--- src/rtl/gpio_in_conditioner.sv ---
// GPIO input conditioner: brings asynchronous board inputs into the clk
// domain, debounces them on a prescaled sample tick, and reports accepted
// edges as one-cycle pulses plus a sticky status register that software clears.

// One input bit: debounce counter, accepted level, edge pulses and sticky status.
module gpio_in_lane #(
  parameter int STABLE_COUNT = 4
) (
  input  logic clk,
  input  logic rst,
  input  logic tick,
  input  logic sync_in,
  input  logic clr,
  output logic level,
  output logic rise,
  output logic fall,
  output logic status
);
  localparam int CW = $clog2(STABLE_COUNT + 1);
  // Count value at which one more differing sample accepts the new level.
  localparam logic [CW-1:0] LAST = CW'(STABLE_COUNT - 1);

  logic [CW-1:0] cnt_q, cnt_d;
  logic          level_q, level_d;
  logic          rise_q, rise_d;
  logic          fall_q, fall_d;
  logic          status_q, status_d;

  // Debounce decision on each tick; pulses are computed here so they
  // register on the same edge as the level change.
  always_comb begin
    cnt_d   = cnt_q;
    level_d = level_q;
    rise_d  = 1'b0;
    fall_d  = 1'b0;
    if (tick) begin
      if (sync_in == level_q) begin
        cnt_d = '0;
      end else if (cnt_q != LAST) begin
        cnt_d = cnt_q + CW'(1);
      end else begin
        cnt_d   = '0;
        level_d = sync_in;
        rise_d  = sync_in;
        fall_d  = ~sync_in;
      end
    end
    // A new edge overrides a simultaneous software clear.
    status_d = (status_q & ~clr) | rise_d | fall_d;
  end

  // Lane state registers.
  always_ff @(posedge clk or posedge rst) begin
    if (rst) begin
      cnt_q    <= '0;
      level_q  <= 1'b0;
      rise_q   <= 1'b0;
      fall_q   <= 1'b0;
      status_q <= 1'b0;
    end else begin
      cnt_q    <= cnt_d;
      level_q  <= level_d;
      rise_q   <= rise_d;
      fall_q   <= fall_d;
      status_q <= status_d;
    end
  end

  assign level  = level_q;
  assign rise   = rise_q;
  assign fall   = fall_q;
  assign status = status_q;
endmodule

module gpio_in_conditioner #(
  parameter int WIDTH        = 8,
  parameter int PRESCALE     = 1,
  parameter int STABLE_COUNT = 4
) (
  input  logic             clk,
  input  logic             rst,
  input  logic [WIDTH-1:0] pins_async,
  input  logic [WIDTH-1:0] clr_status,
  output logic [WIDTH-1:0] gpio_in,
  output logic [WIDTH-1:0] rise_pulse,
  output logic [WIDTH-1:0] fall_pulse,
  output logic [WIDTH-1:0] edge_status
);
  localparam int PW = (PRESCALE > 1) ? $clog2(PRESCALE) : 1;
  localparam logic [PW-1:0] PRE_LAST = PW'(PRESCALE - 1);

  logic [WIDTH-1:0] sync1_q, sync1_d;
  logic [WIDTH-1:0] sync2_q, sync2_d;
  logic [PW-1:0]    pre_q, pre_d;
  logic             tick;

  // Two-flop synchroniser and free-running prescaler; tick on the last count.
  always_comb begin
    sync1_d = pins_async;
    sync2_d = sync1_q;
    tick    = (pre_q == PRE_LAST);
    pre_d   = tick ? '0 : pre_q + PW'(1);
  end

  // Synchroniser and prescaler registers.
  always_ff @(posedge clk or posedge rst) begin
    if (rst) begin
      sync1_q <= '0;
      sync2_q <= '0;
      pre_q   <= '0;
    end else begin
      sync1_q <= sync1_d;
      sync2_q <= sync2_d;
      pre_q   <= pre_d;
    end
  end

  // Bits are fully independent: one lane instance per input.
  for (genvar i = 0; i < WIDTH; i++) begin : g_lane
    gpio_in_lane #(.STABLE_COUNT(STABLE_COUNT)) u_lane (
      .clk     (clk),
      .rst     (rst),
      .tick    (tick),
      .sync_in (sync2_q[i]),
      .clr     (clr_status[i]),
      .level   (gpio_in[i]),
      .rise    (rise_pulse[i]),
      .fall    (fall_pulse[i]),
      .status  (edge_status[i])
    );
  end
endmodule

--- config.mk ---
export PLATFORM = sky130hd
export DESIGN_NAME = gpio_in_conditioner
export DESIGN_NICKNAME = d
export VERILOG_FILES = /design/src/rtl/gpio_in_conditioner.sv
export SDC_FILE = /design/constraint.sdc
export NUM_CORES = 1
export LEC_CHECK = 0
export BUFFER_PORTS_ARGS = -buffer_cell sky130_fd_sc_hd__buf_2
export CORE_MARGIN = 2
export CORE_UTILIZATION = 48
export DETAILED_ROUTE_END_ITERATION = 10
export PLACE_DENSITY_LB_ADDON = 0.15
export REMOVE_ABC_BUFFERS = 1
export SLEW_MARGIN = 10
export SYNTH_ARGS = -nofsm -noshare
export SYNTH_HDL_FRONTEND = slang
export SYNTH_SLANG_ARGS = --single-unit
--- constraint.sdc ---
create_clock -name clk -period 2.4 [get_ports clk]
set_input_delay 0.12 -clock clk [delete_from_list [all_inputs] [get_ports clk]]
set_output_delay 0.12 -clock clk [all_outputs]
set_load 0.005 [all_outputs]
==> impl_results.md, run 1 <==
- Outcome: completed
- Most frequent cells in the layout: dfrtp_1, buf_2, nor3b_1, dlygate4sd3_1, clkbuf_8
- Die width: 80.5 um
- Crit share post-route: 50.7%
- Fraction of layout cells with a size suffix above 1: 31.5%
- Post-DRT Antenna Nets: 0
- Crit-path slowest cell: dfrtp_1
- Final Max Slew Viols: 0
- Initial antenna violation count: 0
- RSZ-0062 raised after global routing: false
- Synth Cell Area: 2810 um^2
- R2r setup slk: 1180 ps
- Root Buffer: clkbuf_8
- Row count: 27
- Unique masters post-synth: 14
- Die height: 80.5 um
- Synthesis-to-finish area growth: 16.1%
- Core ar.: 5570 um^2
- Number of synthesis warnings: 0
- Post-CTS setup buffers: 0
- DR vias: 1534
- Ranking of synthesized cells by area: dfrtp_1, buf_4, nor3b_1
- Psw: 871 uW
- Setup TNS: 0 ps
- H-Tree Depth: 3
- Critical Path End Type: register
- CP required: 2620 ps
- IO Count: 50
- Commonest non-fill, non-tap cell in the layout: dfrtp_1
- Residual DRC: 0
- Clk slew on worst S/H paths: 70 ps
- Maximum clock frequency: 0.823 GHz
- Lkg Pwr: 0.00156 uW
- Post-DP Area: 2920 um^2
- Synthesized netlist cell count: 198
- Wire length per cell: 12.5 um
- Global-route wire length before repair: 6890 um
- Final #Nets: 270
- Pin count of the biggest net entering global routing: 51
- Comb pwr share: 23.1%
- Crit-path cells: ha_1 -> nor2b_2 -> mux2_2
- Int Pwr: 2280 uW
- Finished layout cell area: 3260 um^2
- Clock skew: 5.05 ps
- Net Sw Frac: 27.6%
- Worst stage delay on the critical path: 370 ps
- Hold crit path type: register to register
- # port buffers: 49
- CTS tree: built
- Crit start category: register
- Post-synth top area share: 64.2%
- Fin. Hold Viols: 0
- Drt first pass iters: 4
- Pwr Density: 969 nW/um^2
- Initial core utilization: 50.3%
- Yosys top cell by area: dfrtp_1
- CTS max path bufs: 2
- Fin worst setup slack: 1180 ps
- Register area share after synthesis: 64.2%
- # diodes: 0
- Clock Latency Late Sink: 330 ps
- FF+latch count, synth: 72
- TritonCTS Buffers: 9
- Place WS: 1190 ps
- Tot GR Track Use: 14.4%
- Slew Limit Headroom: 67.1%
- Final hold slack: 348 ps
- VDD IR max: 0.000574 V
- Vias/cell: 4.79
- Max Cap Violations: 0
- Register share of total power: 51.4%
- Final WL: 4020 um
- DR iter-0 viols: 39
- Clock Power Share: 25.5%
- Number of global-route vias before repair: 1582
- RD Place Congestion: 0.742
- GRT overflow: 0
- Critical path class: register to register
- CP bufs+invs: 0
- Final setup violation count: 0
- Die footprint: 6470 um^2
- Tmin final: 1220 ps
- CTS Sinks: 72
- Cell family with most CP delay: flip-flops
- WP data arrival: 1430 ps
- Avg Synthesized Cell Area: 14.2 um^2
- Worst-Margin Slew: 492 ps
- CP Max Fanout: 3
- Post-detail-place hpwl: 2890 um
==> final timing paths <==
path / startpoint / end / cells past startpoint
worst max register to register: g_lane[5].u_lane.cnt_q[0] / g_lane[5].u_lane.level / 3
min in group asynchronous: rst / g_lane[3].u_lane.status / 3
worst min register to register: sync1_q[6] / sync2_q[6] / 0
max in group asynchronous: rst / g_lane[1].u_lane.rise / 4
worst max-delay path: g_lane[5].u_lane.cnt_q[0] / g_lane[5].u_lane.level / 3
worst min-delay path: sync1_q[6] / sync2_q[6] / 0
==> cell type report <==
class | count | area (um^2)
multi-input combinational | 85 | 731
sequential | 72 | 1800
timing repair buffer | 67 | 435
clock buffer | 15 | 166
inverter | 9 | 33.8
fill | 461 | 2320
tap | 72 | 90.1
==> metal layers <==
metal	track usage (%)	up-vias	wire, um
li1	-	724	-
met1	15.7	760	1630
met2	24.8	42	2090
met3	5.96	8	229
met4	5.59	0	63
met5	0	-	0
==> stage by stage <==
stage	cells	util, %	power, uW
2_1_floorplan	166	-	2100
3_3_place_gp	288	52.4	2300
5_1_grt	320	58.5	3390
3_5_place_dp	288	52.4	2370
6_report	320	58.5	3160
4_1_cts	320	58.5	3210
==> power by group through the flow <==
stage | Combinational (uW) | Sequential (uW) | Clock, uW
floorplan | 474 | 1630 | 0
global route | 832 | 1660 | 902
detailed placement | 724 | 1650 | 0
finish | 730 | 1620 | 804
global placement | 676 | 1620 | 0
CTS | 748 | 1630 | 836
==> registers in the layout, indices dropped and copies added (netlist names) <==
| register | count |
|---|---|
| g_lane.u_lane.cnt_q | 24 |
| sync1_q | 8 |
| g_lane.u_lane.rise | 8 |
| g_lane.u_lane.fall | 8 |
| sync2_q | 8 |
| g_lane.u_lane.status | 8 |
| g_lane.u_lane.level | 8 |
==> synth_stat cells <==
| master | count |
|---|---|
| xnor2_1 | 8 |
| nand2b_4 | 5 |
| nand2b_1 | 3 |
| nor3b_1 | 32 |
| nor3_1 | 5 |
| buf_4 | 32 |
| nor2b_4 | 2 |
| dfrtp_1 | 72 |
| inv_1 | 9 |
| mux2_2 | 8 |
| nor2b_2 | 1 |
| nor2b_1 | 5 |
| ha_1 | 8 |
| o22ai_1 | 8 |
==> logic make-up after synthesis <==
kind of cell / share of synthesized area (%)
compound gates: 1.78
xor+xnor: 2.50
fa+ha+maj: 3.57
buf+inv: 9.76
flops: 64.2
mux: 3.21
simple gates: 15.0
==> repair_timing <==
| action | in CTS | in global routing |
|---|---|---|
| hold buffers | 17 | 0 |
| resized for setup | 0 | 0 |
| hold endpoints to repair | 38 | 0 |
Note: power is estimated with default switching activity, not from simulation.
==> run 2: changes to the inputs <==
- ABC_AREA: default -> 1
- clock period: 2.4 -> 1.09 ns (I/O delays scaled with it)
==> run 2 against run 1 <==
  * Combinational power grew to 2.6 times the previous value
  * Wire length grew 10%
  * Highest routed layer unchanged
  * First-iteration DRC count grew 72%
==> impl_results.md, run 2 <==
- Outcome: completed (unchanged)
- Psw: 2240 uW (was 871 uW)
- Post-synth top area share: 57.7% (was 64.2%)
- Hold crit path type: input port to async pin (was register to register)
- Net Sw Frac: 31.1% (was 27.6%)
- Die width: 84.7 um (was 80.5 um)
- Number of global-route vias before repair: 1924 (was 1582)
- Commonest non-fill, non-tap cell in the layout: dfrtp_1 (unchanged)
- Post-detail-place hpwl: 3040 um (was 2890 um)
- Drt first pass iters: 4 (unchanged)
- Number of synthesized flops with an enable pin: 0 (unchanged)
- FF+latch count, synth: 72 (unchanged)
- Top-count cell post-synth: dfrtp_1 (unchanged)
- Wire length per cell: 9.84 um (was 12.5 um)
- Pwr Density: 1980 nW/um^2 (was 969 nW/um^2)
- Vias/cell: 4.19 (was 4.79)
- Tmin final: 989 ps (was 1220 ps)
- Clock Latency Late Sink: 320 ps (was 330 ps)
- Final Max Slew Viols: 0 (unchanged)
- Comb pwr share: 26.0% (was 23.1%)
- Row count: 29 (was 27)
- Ranking of synthesized cells by area: dfrtp_1, buf_4, nand2_1 (was dfrtp_1, buf_4, nor3b_1)
- Crit start category: register (unchanged)
- Most frequent cells in the layout: dfrtp_1, nand2_1, buf_2, inv_1, nor2_1 (was dfrtp_1, buf_2, nor3b_1, dlygate4sd3_1, clkbuf_8)
- Residual DRC: 0 (unchanged)
- Cell family with most CP delay: flip-flops (unchanged)
- Maximum clock frequency: 1.01 GHz (was 0.823 GHz)
- Final WL: 4430 um (was 4020 um)
- CTS tree: built (unchanged)
- Crit share post-route: 90.8% (was 50.7%)
- Die height: 84.7 um (was 80.5 um)
- Slew Limit Headroom: 77.6% (was 67.1%)
- Avg Synthesized Cell Area: 9.73 um^2 (was 14.2 um^2)
- Int Pwr: 4950 uW (was 2280 uW)
- Worst-Margin Slew: 335 ps (was 492 ps)
- WP data arrival: 1200 ps (was 1430 ps)
- Core ar.: 6310 um^2 (was 5570 um^2)
- Max Cap Violations: 0 (unchanged)
- Most common cell on crit path: nand2_1
- TritonCTS Buffers: 9 (unchanged)
- Register area share after synthesis: 57.7% (was 64.2%)
- Async SR Flop Fraction: 100% (unchanged)
- Max reg flops: 24 (unchanged)
- Critical path class: register to register (unchanged)
- Pin count of the biggest net entering global routing: 37 (was 51)
- Unique masters post-synth: 12 (was 14)
- Clock Power Share: 26.4% (was 25.5%)
- CP required: 1300 ps (was 2620 ps)
- Setup TNS: 0 ps (unchanged)
- Root Buffer: clkbuf_8 (unchanged)
- Crit-path slowest cell: dfrtp_1 (unchanged)
- Fin. Hold Viols: 0 (unchanged)
- Worst stage delay on the critical path: 380 ps (was 370 ps)
- Post-CTS setup buffers: 0 (unchanged)
- Number of synthesis warnings: 0 (unchanged)
- CTS Sinks: 72 (unchanged)
- DR iter-0 viols: 67 (was 39)
- Finished layout cell area: 3620 um^2 (was 3260 um^2)
- IO Count: 50 (unchanged)
- Clk slew on worst S/H paths: 70 ps (about the same)
- VDD IR max: 0.00128 V (was 0.000574 V)
- Synthesis-to-finish area growth: 15.9% (was 16.1%)
- Post-DRT Antenna Nets: 0 (unchanged)
- Synth Cell Area: 3120 um^2 (was 2810 um^2)
- Synth top cells by count: dfrtp_1, nand2_1, inv_1 (was dfrtp_1, buf_4, nor3b_1)
- RD Place Congestion: 0.709 (was 0.742)
- Fraction of layout cells with a size suffix above 1: 32.4% (was 31.5%)
- Clock skew: 4.84 ps (was 5.05 ps)
- Critical Path End Type: register (unchanged)
- Die footprint: 7170 um^2 (was 6470 um^2)
- Register share of total power: 47.6% (was 51.4%)
- Initial antenna violation count: 0 (unchanged)
- Final hold slack: 234 ps (was 348 ps)
- Tot GR Track Use: 14.2% (was 14.4%)
- Largest Register: g_lane.u_lane.cnt_q (unchanged)
- Ys flop type: dfrtp_1 (unchanged)
- Final #Nets: 394 (was 270)
- Crit-path cells: ha_1 -> inv_1 -> nor2_1 -> nand2_1 -> nand2_1 (was ha_1 -> nor2b_2 -> mux2_2)
- CP bufs+invs: 1 (was 0)
- Lkg Pwr: 0.00200 uW (was 0.00156 uW)
- GRT overflow: 0 (unchanged)
- # port buffers: 49 (unchanged)
- RSZ-0062 raised after global routing: false (unchanged)
- H-Tree Depth: 3 (unchanged)
- Synthesized netlist cell count: 321 (was 198)
- Initial core utilization: 49.5% (was 50.3%)
- CTS max path bufs: 2 (unchanged)
- # diodes: 0 (unchanged)
- Global-route wire length before repair: 7960 um (was 6890 um)
- Overall Power: 7180 uW (was 3160 uW)
- Post-DP Area: 3270 um^2 (was 2920 um^2)
- DR vias: 1884 (was 1534)
- Final setup violation count: 0 (unchanged)
- CP Max Fanout: 2 (was 3)
- Yosys top cell by area: dfrtp_1 (unchanged)
run 2: cell count changes after synthesis, moves of 16 or more:
cell,change
inv_1,+40
inv_2,+19
nand2_1,+61
nand2_2,+16
nor2_1,+37
nor3b_1,-32
run 2: final timing paths:
path                                      startpoint                 endpoint  slack [ps]  cells after the start
max reg2reg                g_lane[0].u_lane.cnt_q[0]  g_lane[0].u_lane.status         100                      5
max in group asynchronous                        rst  g_lane[0].u_lane.status         370                      4
max                        g_lane[0].u_lane.cnt_q[0]  g_lane[0].u_lane.status         100                      5
min in group clk                          sync1_q[0]               sync2_q[0]         350                      0
min                                              rst               sync1_q[7]         230                      3
min reg2reg                               sync1_q[0]               sync2_q[0]         350                      0
run 2: cells by family after synthesis:
| group | synth area share [%] |
|---|---|
| compound gates | 1.92 |
| fa+ha+maj | 3.20 |
| buf+inv | 15.9 |
| flops | 57.7 |
| simple gates | 21.3 |
run 2: power groups by stage:
stage | registers (uW) | logic [uW] | clock network (uW)
2_1_floorplan | 3450 | 1330 | 0
5_1_grt | 3470 | 2200 | 2120
4_1_cts | 3420 | 1910 | 1990
6_report | 3420 | 1870 | 1900
3_5_place_dp | 3470 | 1850 | 0
3_3_place_gp | 3450 | 1810 | 0
run 2: through the flow:
stage | setup WS [ps] | utilization (%) | cells
floorplan | -789 | - | 289
global placement | 140 | 51.7 | 417
detailed placement | 98.2 | 51.7 | 417
CTS | 82.8 | 57.3 | 450
global route | 8.90 | 57.3 | 450
finish | 101 | 57.3 | 450
run 2: repair_timing:
action,CTS,global route
hold buffers,17,0
endpoints found under the hold margin,79,0
gates resized for setup,0,0
run 2: area by class of cell:
cell class	count	area [um^2]
Sequential cell	72	1800
Timing Repair Buffer	68	455
Clock inverter	3	15.0
Fill cell	557	2690
Multi-Input combinational cell	149	827
Inverter	68	255
Tap cell	77	96.3
Clock buffer	13	169
run 2: routing by layer:
layer	vias to the layer above	wire length, um	GRT usage, %	share of wire, %
met2	38	2070	23.3	47
met4	0	97	7.79	2.2
met5	-	0	0	0
met1	852	2080	17.2	47
met3	9	180	3.44	4.1
li1	985	-	-	-
run 2: worst reg2reg max path, stage by stage, from the launching register on:
cell	delay (ps)
dfrtp_1	380
ha_1	240
inv_1	80
nor2_1	40
nand2_1	80
nand2_1	60
==> run 3: changes to the inputs <==
- CELL_PAD_IN_SITES_DETAIL_PLACEMENT: default -> 0
- CELL_PAD_IN_SITES_GLOBAL_PLACEMENT: default -> 1
- CORE_UTILIZATION: 48 -> 39
==> run 3 against run 2 <==
  * Non-clock buffer count did not move
  * First-iteration DRC count fell by 49%
  * Hold slack got worse by 36 ps
  * Critical path depth did not move
  * Cell area rose by 0.93%
==> impl_results.md, run 3 (synthesis gave the netlist of run 2 again) <==
- Initial antenna violation count: 0 (unchanged)
- Worst stage delay on the critical path: 390 ps (was 380 ps)
- Crit start category: register (unchanged)
- Final #Nets: 394 (unchanged)
- VDD IR max: 0.000787 V (was 0.00128 V)
- Fraction of layout cells with a size suffix above 1: 32.3% (was 32.4%)
- WP data arrival: 1180 ps (was 1200 ps)
- Tmin final: 968 ps (was 989 ps)
- Wire length per cell: 9.30 um (was 9.84 um)
- Outcome: completed (unchanged)
- CTS Sinks: 72 (unchanged)
- Max reg flops: 24 (unchanged)
- Row count: 32 (was 29)
- Die footprint: 8740 um^2 (was 7170 um^2)
- Overall Power: 7280 uW (was 7180 uW)
- Slew Limit Headroom: 83.0% (was 77.6%)
- RD Place Congestion: 0.697 (was 0.709)
- RSZ-0062 raised after global routing: false (unchanged)
- H-Tree Depth: 3 (unchanged)
- DR vias: 1850 (was 1884)
- Post-detail-place hpwl: 3170 um (was 3040 um)
- Post-DRT Antenna Nets: 0 (unchanged)
- CP bufs+invs: 1 (unchanged)
- Residual DRC: 0 (unchanged)
- Maximum clock frequency: 1.03 GHz (was 1.01 GHz)
- Clock Latency Late Sink: 330 ps (was 320 ps)
- Core ar.: 7730 um^2 (was 6310 um^2)
- Pin count of the biggest net entering global routing: 45 (was 37)
- Critical path class: register to register (unchanged)
- Final setup violation count: 0 (unchanged)
- Critical Path End Type: register (unchanged)
- Commonest non-fill, non-tap cell in the layout: dfrtp_1 (unchanged)
- Lkg Pwr: 0.00200 uW (about the same)
- Vias/cell: 3.90 (was 4.19)
- CTS tree: built (unchanged)
- Post-CTS setup buffers: 0 (unchanged)
- Synthesis-to-finish area growth: 16.9% (was 15.9%)
- Crit-path cells: ha_1 -> nand2_4 -> nor2_4 -> inv_2 -> nand2_1 (was ha_1 -> inv_1 -> nor2_1 -> nand2_1 -> nand2_1)
- Clk slew on worst S/H paths: 70 ps (about the same)
- GRT overflow: 0 (unchanged)
- Drt first pass iters: 3 (was 4)
- Global-route wire length before repair: 7920 um (was 7960 um)
- Post-placement cell count: 442 (was 417)
- Initial core utilization: 40.4% (was 49.5%)
- Cell family with most CP delay: flip-flops (unchanged)
- Hold crit path type: input port to async pin (unchanged)
- Crit share post-route: 88.8% (was 90.8%)
- Die width: 93.5 um (was 84.7 um)
- CTS max path bufs: 2 (unchanged)
- DR iter-0 viols: 34 (was 67)
- Root Buffer: clkbuf_8 (unchanged)
- IO Count: 50 (unchanged)
- # port buffers: 49 (unchanged)
- Number of global-route vias before repair: 1842 (was 1924)
- TritonCTS Buffers: 9 (unchanged)
- Most frequent cells in the layout: dfrtp_1, nand2_1, buf_2, inv_1, nor2_1 (unchanged)
- Max Cap Violations: 0 (unchanged)
- Tot GR Track Use: 11.6% (was 14.2%)
- Worst-Margin Slew: 254 ps (was 335 ps)
- Resize count post-CTS: 0 (unchanged)
- Largest Register: g_lane.u_lane.cnt_q (unchanged)
- Final Core Density: 47.3% (was 57.3%)
- Pwr Density: 1990 nW/um^2 (was 1980 nW/um^2)
- Clock skew: 7.35 ps (was 4.84 ps)
- CP Max Fanout: 5 (was 2)
- Post-CTS Hold Buffers: 17 (unchanged)
- Final WL: 4410 um (was 4430 um)
- Die height: 93.5 um (was 84.7 um)
- # diodes: 0 (unchanged)
- Final Non-Filler Cells: 474 (was 450)
- Fin. Hold Viols: 0 (unchanged)
- Crit-path slowest cell: dfrtp_1 (unchanged)
- CP required: 1310 ps (was 1300 ps)
- Final Max Slew Viols: 0 (unchanged)
run 3: final cells by class:
| type | instances | area [um^2] |
|---|---|---|
| fill | 748 | 4070 |
| sequential | 72 | 1800 |
| multi-input combinational | 149 | 827 |
| timing repair buffer | 68 | 455 |
| inverter | 68 | 255 |
| clock buffer | 11 | 141 |
| tap | 102 | 128 |
| clock inverter | 4 | 45.0 |
run 3: routing by layer:
| metal | global-route usage, % | vias to the layer above | share of wire, % |
|---|---|---|---|
| li1 | - | 980 | - |
| met1 | 15.3 | 826 | 50 |
| met2 | 17.4 | 38 | 43 |
| met3 | 3.30 | 6 | 5.6 |
| met4 | 5.88 | 0 | 1.5 |
| met5 | 0 | - | 0 |
run 3: report_power, final:
part	leakage [uW]	switching (uW)	internal, uW
Sequential	0.000939	259	3150
Clock	0.0000989	911	1100
Combinational	0.000966	1080	791
Total	0.00200	2250	5040
run 3: worst reg2reg max path, delay by kind of cell, from the launching register on:
family | cells | cell delay (ps)
adders and majority gates | 1 | 240
buffers and inverters | 1 | 30
DFF | 1 | 390
and+or+nand+nor | 3 | 190
run 3: final timing paths:
| path | startpoint | end | slack [ps] | cells after the start |
|---|---|---|---|---|
| min in group clk | sync1_q[6] | sync2_q[6] | 350 | 0 |
| max in group asynchronous | rst | g_lane[0].u_lane.cnt_q[0] | 380 | 4 |
| worst max register to register | g_lane[2].u_lane.cnt_q[0] | g_lane[2].u_lane.level | 120 | 5 |
| worst max-delay path | g_lane[2].u_lane.cnt_q[0] | g_lane[2].u_lane.level | 120 | 5 |
| worst min-delay path | rst | sync2_q[6] | 200 | 3 |
| worst min register to register | sync1_q[6] | sync2_q[6] | 350 | 0 |
run 3: per-stage QoR:
stage	instance area, um^2	hold WS (ps)	worst slack, ps	TNS [ps]
3_3_place_gp	3300	-0.896	130	0
3_5_place_dp	3300	-2.11	129	0
6_report	3650	197	122	0
2_1_floorplan	2880	85.9	-789	-56840
5_1_grt	3650	196	11.7	0
4_1_cts	3650	190	116	0
